[src/rtl/mdu_iter.sv]
// Iterative radix-2 multiply/divide unit (MULT/MULTU/DIV/DIVU) with start/ready handshake and cancel.
// Define MDU_FAST_MUL_EN to replace the iterative multiply with a single-cycle combinational multiplier.
module mdu_iter #(
  parameter int WIDTH = 32,
  parameter int CNT_W = 6
) (
  input  logic             clk,
  input  logic             rst,
  input  logic             start,
  input  logic [1:0]       op,
  input  logic [WIDTH-1:0] a,
  input  logic [WIDTH-1:0] b,
  input  logic             cancel,
  output logic             busy,
  output logic             ready,
  output logic [WIDTH-1:0] hi,
  output logic [WIDTH-1:0] lo,
  output logic             div_zero
);

  typedef enum logic [1:0] {IDLE, CALC, DONE} stateT;

  stateT              state;
  logic [CNT_W-1:0]   cnt;
  logic               isDiv;
  logic               negQ;
  logic               negR;
  logic [WIDTH-1:0]   mOperand;
  logic [2*WIDTH-1:0] acc;

  function automatic logic [WIDTH-1:0] absVal(input logic [WIDTH-1:0] x, input logic sgn);
    return (sgn && x[WIDTH-1]) ? -x : x;
  endfunction

  function automatic logic [2*WIDTH-1:0] mulStep(input logic [2*WIDTH-1:0] x,
                                                 input logic [WIDTH-1:0]   m);
    logic [WIDTH:0] sum;
    sum = {1'b0, x[2*WIDTH-1:WIDTH]} + (x[0] ? {1'b0, m} : {(WIDTH+1){1'b0}});
    return {sum, x[WIDTH-1:1]};
  endfunction

  // Remainder is kept WIDTH+1 bits wide after the shift so divisors with the MSB set still work.
  function automatic logic [2*WIDTH-1:0] divStep(input logic [2*WIDTH-1:0] x,
                                                 input logic [WIDTH-1:0]   d);
    logic [WIDTH:0] rem2;
    logic [WIDTH:0] diff;
    rem2 = x[2*WIDTH-1:WIDTH-1];
    diff = rem2 - {1'b0, d};
    if (!diff[WIDTH])
      return {diff[WIDTH-1:0], x[WIDTH-2:0], 1'b1};
    else
      return {rem2[WIDTH-1:0], x[WIDTH-2:0], 1'b0};
  endfunction

  function automatic logic [2*WIDTH-1:0] fixUp(input logic [2*WIDTH-1:0] x,
                                               input logic div, input logic nq, input logic nr);
    logic [WIDTH-1:0] rem;
    logic [WIDTH-1:0] quo;
    if (!div)
      return nq ? -x : x;
    rem = nr ? -x[2*WIDTH-1:WIDTH] : x[2*WIDTH-1:WIDTH];
    quo = nq ? -x[WIDTH-1:0] : x[WIDTH-1:0];
    return {rem, quo};
  endfunction

  logic               sgnOp;
  logic               accept;
  logic               divByZero;
  logic [WIDTH-1:0]   magA;
  logic [WIDTH-1:0]   magB;
  logic [2*WIDTH-1:0] accNext;
  logic [2*WIDTH-1:0] resFinal;

  assign sgnOp     = ~op[0];
  assign accept    = start && !cancel && (state == IDLE || state == DONE);
  assign busy      = (state == CALC) || accept;
  assign divByZero = op[1] && (b == '0);
  assign magA      = absVal(a, sgnOp);
  assign magB      = absVal(b, sgnOp);
  assign accNext   = isDiv ? divStep(acc, mOperand) : mulStep(acc, mOperand);
  assign resFinal  = fixUp(accNext, isDiv, negQ, negR);

`ifdef MDU_FAST_MUL_EN
  logic [2*WIDTH-1:0] fastProd;
  assign fastProd = fixUp({{WIDTH{1'b0}}, magA} * {{WIDTH{1'b0}}, magB}, 1'b0,
                          sgnOp & (a[WIDTH-1] ^ b[WIDTH-1]), 1'b0);
`endif

  always_ff @(posedge clk) begin
    if (rst) begin
      state    <= IDLE;
      cnt      <= '0;
      ready    <= 1'b0;
      hi       <= '0;
      lo       <= '0;
      div_zero <= 1'b0;
    end else begin
      ready <= 1'b0;
      case (state)
        IDLE, DONE: begin
          if (accept) begin
            isDiv    <= op[1];
            negQ     <= sgnOp & (a[WIDTH-1] ^ b[WIDTH-1]);
            negR     <= sgnOp & a[WIDTH-1];
            mOperand <= op[1] ? magB : magA;
            acc      <= {{WIDTH{1'b0}}, (op[1] ? magA : magB)};
            cnt      <= '0;
            if (divByZero) begin
              state    <= DONE;
              ready    <= 1'b1;
              hi       <= a;
              lo       <= '1;
              div_zero <= 1'b1;
            end
`ifdef MDU_FAST_MUL_EN
            else if (!op[1]) begin
              state    <= DONE;
              ready    <= 1'b1;
              {hi, lo} <= fastProd;
              div_zero <= 1'b0;
            end
`endif
            else begin
              state <= CALC;
            end
          end else begin
            state <= IDLE;
          end
        end
        CALC: begin
          if (cancel) begin
            state <= IDLE;
          end else begin
            acc <= accNext;
            cnt <= cnt + CNT_W'(1);
            if (cnt == CNT_W'(WIDTH - 1)) begin
              state    <= DONE;
              ready    <= 1'b1;
              {hi, lo} <= resFinal;
              div_zero <= 1'b0;
            end
          end
        end
        default: state <= IDLE;
      endcase
    end
  end

endmodule

[config.mk]
export PLATFORM = sky130hd
export DESIGN_NAME = mdu_iter
export DESIGN_NICKNAME = d
export VERILOG_FILES = /design/src/rtl/mdu_iter.sv
export SDC_FILE = /design/constraint.sdc
export NUM_CORES = 1
export LEC_CHECK = 0
export CORE_UTILIZATION = 30
export DETAILED_ROUTE_END_ITERATION = 8
export SLEW_MARGIN = 20
export SYNTH_ARGS = -nofsm -noshare
export SYNTH_HDL_FRONTEND = slang
export SYNTH_SLANG_ARGS = --single-unit
export TNS_END_PERCENT = 50
[constraint.sdc]
create_clock -name clk -period 14.6 [get_ports clk]
set_clock_uncertainty 0.05 [all_clocks]
set_input_delay 2.92 -clock clk [delete_from_list [all_inputs] [get_ports clk]]
set_output_delay 2.92 -clock clk [all_outputs]
set_load 0.005 [all_outputs]
==> results of run 1 <==
==> path summary, 6_finish.rpt <==
check / startpoint / end / slack, ns / cells past startpoint
worst max-delay path: cancel / busy / 6.96 / 4
worst max register to register: acc[31] / hi[24] / 7.76 / 20
worst min-delay path: hi[5] / hi[5] / 0.42 / 2
worst min register to register: hi[5] / hi[5] / 0.42 / 2
==> power by group through the flow <==
stage               sequential, W  clock [W]  combinational (W)
detailed placement       0.000559          0           0.000394
CTS                      0.000548   0.000486           0.000397
global route             0.000550   0.000502           0.000434
finish                   0.000549   0.000484           0.000403
global placement         0.000559          0           0.000391
floorplan                0.000552          0           0.000261
==> metrics by stage <==
step                      instances   util  setup slack (ns)  instance area (um^2)  power (W)
after floorplan                2001      -              7.92                 16000   0.000813
after global placement         2741  0.342              6.92                 18000   0.000950
after detailed placement       2741  0.342              6.88                 18000   0.000953
after CTS                      2773  0.353              6.97                 18600    0.00143
after global routing           2773  0.353              6.90                 18600    0.00149
final                          2773  0.353              6.96                 18600    0.00144
==> cells in the final DEF, fill, tap and decap left out, types with 61 or more instances in the layout <==
| cell type | synthesis | final |
|---|---|---|
| o21ai_0 | 101 | 100 |
| nand2_1 | 174 | 174 |
| mux2i_1 | 98 | 98 |
| nor2_1 | 219 | 215 |
| ha_1 | 69 | 69 |
| a21oi_1 | 169 | 169 |
| clkdlybuf4s50_1 | 0 | 134 |
| xnor2_1 | 88 | 88 |
| and2_1 | 61 | 61 |
| xor2_1 | 67 | 67 |
| dfxtp_1 | 74 | 74 |
| inv_1 | 67 | 66 |
| nor3_1 | 80 | 80 |
| edfxtp_1 | 99 | 99 |
==> synth_stat cells (19+ instances only) <==
master    instances  area [um^2]
nand2_1         174          653
inv_1            67          251
ha_1             69          863
nand3_1          37          185
a21oi_1         169          846
o21a_1           19          143
clkbuf_1         72          270
nor3_1           80          400
and2_1           61          382
o31ai_1          30          225
xnor2_1          88          771
a31oi_1          29          181
nor2_1          219          822
a211oi_1         46          345
nor4_1           20          125
nor2b_1          19          119
xor2_1           67          587
mux2i_1          98          981
dfxtp_1          74         1480
nand4_1          20          125
o21ai_0         101          505
edfxtp_1         99         2970
==> layer usage <==
| metal | vias up | global-route usage | share of wire |
|---|---|---|---|
| li1 | 7512 | - | - |
| met4 | 0 | 0.0958 | 0.041 |
| met2 | 731 | 0.360 | 0.45 |
| met3 | 120 | 0.0369 | 0.078 |
| met5 | - | 0 | 0 |
| met1 | 7642 | 0.301 | 0.43 |
==> logic make-up after synthesis <==
family,after synthesis,share of synthesized area
and+or+nand+nor,746,0.228
buffers and inverters,177,0.0445
AOI/OAI and AO/OA,566,0.235
muxes,112,0.0712
adders and majority gates,71,0.0565
xor gates and xnor gates,156,0.0859
DFF,173,0.278
==> worst min-delay path, cell delays in order, from the launching register on <==
cell and delay [ns]:
dfxtp_1 0.32, nand2_1 0.06, a21oi_1 0.05
==> state kept, by name, summed over array words and instances, names as in the netlist <==
register / flops
acc: 64
cnt: 6
div_zero: 1
hi: 32
isDiv: 1
lo: 32
mOperand: 32
negQ: 1
negR: 1
ready: 1
state: 2
==> final cells by class <==
cell class	instances	area [um^2]	area share
Multi-Input combinational cell	1651	10900	0.585
Sequential cell	173	4450	0.239
Timing Repair Buffer	161	1550	0.0834
Tap cell	688	861	0.0463
Clock buffer	18	450	0.0242
Inverter	68	255	0.0137
Clock inverter	14	153	0.00821
==> out/results.tsv, run 1 <==
metric	value	unit
status	completed	
post_cts_buffers	0	
postRouteAntennaNets	0	
cts_tree	built	
postSynth.asyncResetShare	0	
clk_latency	0.46	ns
rows	84	
area_delta_synth_final	16.3	%
max_slew_margin	0.293	
drc	0	
p_comb_frac	0.281	
syn_area	16000	um^2
syn_area_per_cell	8.00	um^2
internal_power	0.000944	W
crit_fanout	7	
fin_tns_setup	0	ns
clockBufferDepth	2	
diodes	0	
hold_class	flop to flop	
hpwlAfterDp	48300	um
crit_required	11.63	ns
crit_type	input pin to primary output	
max_freq	131	MHz
crit_buf_inv	2	
dieWidth	233	um
grt_pass1_wl	92700	um
tightest_slew	1.06	ns
clk_pin_slew_worst_paths	0.07	ns
ctsResizeCount	0	
cp-start-kind	input pin	
crit_path_cell_trace	clkdlybuf4s50_1, or3b_2, nand2_1, clkdlybuf4s50_1	
hold_viol	0	
via_count	16000	
power.density	77.2	nW/um^2
viasPerCell	5.77	
cap_violations	0	
fp.dieArea	54300	um^2
ys_warn_count	0	
power_frac_seq	0.382	
min_period_over_period	0.523	
grt_max_degree	141	
start_util	0.304	
wl_per_cell	22.4	um
p_sw_frac	0.343	
whs	0.425	ns
ir_worst_vdd	0.0850	mV
core	52700	um^2
cts-root-buf	clkbuf_16	
synth_edf_count	99	
drt_iter0_drc	1567	
postCtsHoldBufs	0	
critPathTopFamily	buffers and inverters	
nets	2213	
fillers	5475	
cp-end-kind	primary output	
syn_nets	2142	
fin_crit	7.64	ns
synth.ff_latch_count	173	
track_usage	0.227	
synth_cell_types	96	
wl	62200	um
setup-violations-final	0	
die_h	233	um
cts_buffers	17	
final_layout_size_suffix_gt1_frac	0.0604	
switchingPower	0.000492	W
ioPinCount	137	
syn_inst	2001	
crit_path_frequent_cell	clkdlybuf4s50_1	
ys_seq_area_frac	0.278	
dr.pass1.iters	6	
cpPeakStageDelay	0.59	ns
clkPwrFrac	0.337	
grt_overflow	0	
antenna_found_initial	0	
rsz0062_at_grt	no	
drv_slew	0	
port_buffers	136	
critPathSlowestCell	or3b_2	
critPathArrivalTime	4.67	ns
cts_max_level	4	
p_leak	6.78	nW
routabilityCongestion	0.972	
grt_pass1_vias	15100	
synthFlopType	edfxtp_1	
clkSinkCount	173	
Power figures use the tool's default switching activity.
==> inputs of run 2 (changes only) <==
==> constraint.sdc (replaced) <==
create_clock -name clk -period 7 [get_ports clk]
set_clock_uncertainty 0.05 [all_clocks]
set_input_delay 1.4 -clock clk [delete_from_list [all_inputs] [get_ports clk]]
set_output_delay 1.4 -clock clk [all_outputs]
set_load 0.005 [all_outputs]
==> out/results.tsv, run 2 (same netlist as run 1, synthesis figures left out) <==
metric	value	unit
status	completed	
power.density	163	nW/um^2
dp.cells	2744	
layout.cells.non_filler	2777	
cts_buffers	17	
max_freq	168	MHz
place_area	18000	um^2
dieWidth	233	um
die_h	233	um
reg2regPathDepth	21	
grt_pass1_wl	94700	um
antenna_found_initial	0	
fillers	5391	
port_buffers	136	
cp-end-kind	flop	
drc	0	
clockBufferDepth	2	
p_leak	6.82	nW
cap_violations	0	
crit_end	hi[24]	
grt_max_degree	90	
core	52700	um^2
fin_tns_setup	0	ns
top_register	acc	
postCtsHoldBufs	0	
start_util	0.304	
track_usage	0.231	
drv_slew	0	
viasPerCell	5.84	
r2r-end	hi[24]	
via_count	16200	
min_period_over_period	0.848	
area_delta_synth_final	16.7	%
max_slew_margin	0.301	
postRouteAntennaNets	0	
regArea	4450	um^2
crit_type	flop to flop	
crit_buf_inv	2	
cts_tree	built	
startpoint	acc[31]	
rsz0062_at_grt	no	
multi_input_area	10900	um^2
design_area	18700	um^2
r2r-start	acc[31]	
hpwlAfterDp	49500	um
reg2reg_setup_slack	1.06	ns
ir_worst_vdd	0.196	mV
rows	84	
clkSinkCount	173	
drt_iter0_drc	1912	
final_cell_mix	nor2_1 (215), nand2_1 (174), a21oi_1 (169), clkdlybuf4s50_1 (134), o21ai_0 (100)	
cpPeakStageDelay	0.57	ns
hold_viol	0	
cts_max_level	4	
ioPinCount	137	
wl_per_cell	22.7	um
fp.dieArea	54300	um^2
cts-root-buf	clkbuf_16	
tightest_slew	1.05	ns
wl	63100	um
routabilityCongestion	0.954	
ctsResizeCount	0	
grt_overflow	0	
cp-start-kind	flop	
setup-violations-final	0	
dr.pass1.iters	7	
final_common_cell	nor2_1	
crit_fanout	8	
clk_latency	0.46	ns
diodes	0	
crit_path_cell_trace	inv_1, ha_1, fa_1, nand2b_1, a21oi_1, a21o_1, a21o_1, a21oi_2, a31oi_1, buf_4, ha_1, nand2_1, nor3_1, nand4_1, nor2_1, nand3_1, or2_2, a2111oi_0, a21oi_1, xnor2_1, o22ai_1	
min_path_cells	2	
final_layout_size_suffix_gt1_frac	0.0613	
critPathSlowestCell	a2111oi_0	
critPathTopFamily	compound AO/OA/AOI/OAI gates	
crit_required	7.26	ns
fin_crit	5.94	ns
grt_pass1_vias	15500	
clk_pin_slew_worst_paths	0.07	ns
nets	2217	
post_cts_buffers	0	
largest_reg_flops	64	
hold_class	flop to flop	
critPathArrivalTime	6.20	ns
cp.depth	21	
## run 2: cell types whose count changed in the layout (fill, tap and decap cells not counted)
cell,delta
clkbuf_8,+1
clkinv_2,-2
buf_12,-1
clkbuf_1,+2
clkinv_4,+1
bufinv_16,+1
inv_6,-3
clkinv_1,-1
inv_1,+1
buf_4,+4
buf_16,+1
## run 2: power breakdown
| part | internal [W] | switching (W) |
|---|---|---|
| combinational | 0.000305 | 0.000544 |
| sequential | 0.00111 | 0.0000349 |
| clock | 0.000597 | 0.000441 |
## run 2: stage by stage
stage	setup WS, ns	utilization	hold WS, ns	total power (W)
after global placement	1.34	0.342	0.402	0.00199
after floorplan	1.84	-	0.398	0.00170
after detailed placement	1.29	0.342	0.405	0.00200
after CTS	1.24	0.354	0.414	0.00302
final	1.06	0.354	0.408	0.00304
after global routing	0.813	0.354	0.436	0.00314
## run 2: layout make-up
cell class                 count  area share
timing repair buffer         165      0.0851
sequential                   173       0.239
tap                          688      0.0461
multi-input combinational   1651       0.583
clock buffer                  21      0.0253
clock inverter                11     0.00831
inverter                      68      0.0137
## run 2: worst min-delay path by stage
stage | startpoint | endpoint | slack [ns]
floorplan | hi[11] | hi[11] | 0.40
global placement | hi[11] | hi[11] | 0.40
detailed placement | hi[11] | hi[11] | 0.40
CTS | hi[11] | hi[11] | 0.41
global route | hi[5] | hi[5] | 0.44
finish | hi[11] | hi[11] | 0.41
## run 2: worst reg2reg max path: stages (launching register included)
cell and delay, ns:
edfxtp_1 0.51, inv_1 0.09, ha_1 0.22, fa_1 0.39
nand2b_1 0.19, a21oi_1 0.25, a21o_1 0.31, a21o_1 0.39
a21oi_2 0.15, a31oi_1 0.18, buf_4 0.17, ha_1 0.20
nand2_1 0.09, nor3_1 0.40, nand4_1 0.35, nor2_1 0.22
nand3_1 0.18, or2_2 0.41, a2111oi_0 0.57, a21oi_1 0.17
xnor2_1 0.20, o22ai_1 0.10
## run 2: per-layer routing
layer / GRT usage / routed length (um) / part of all wire / vias up
li1: - / - / - / 7519
met3: 0.0350 / 4550 / 0.072 / 102
met1: 0.306 / 27500 / 0.44 / 7851
met4: 0.0993 / 2490 / 0.039 / 0
met2: 0.369 / 28600 / 0.45 / 749
met5: 0 / 0 / 0 / -
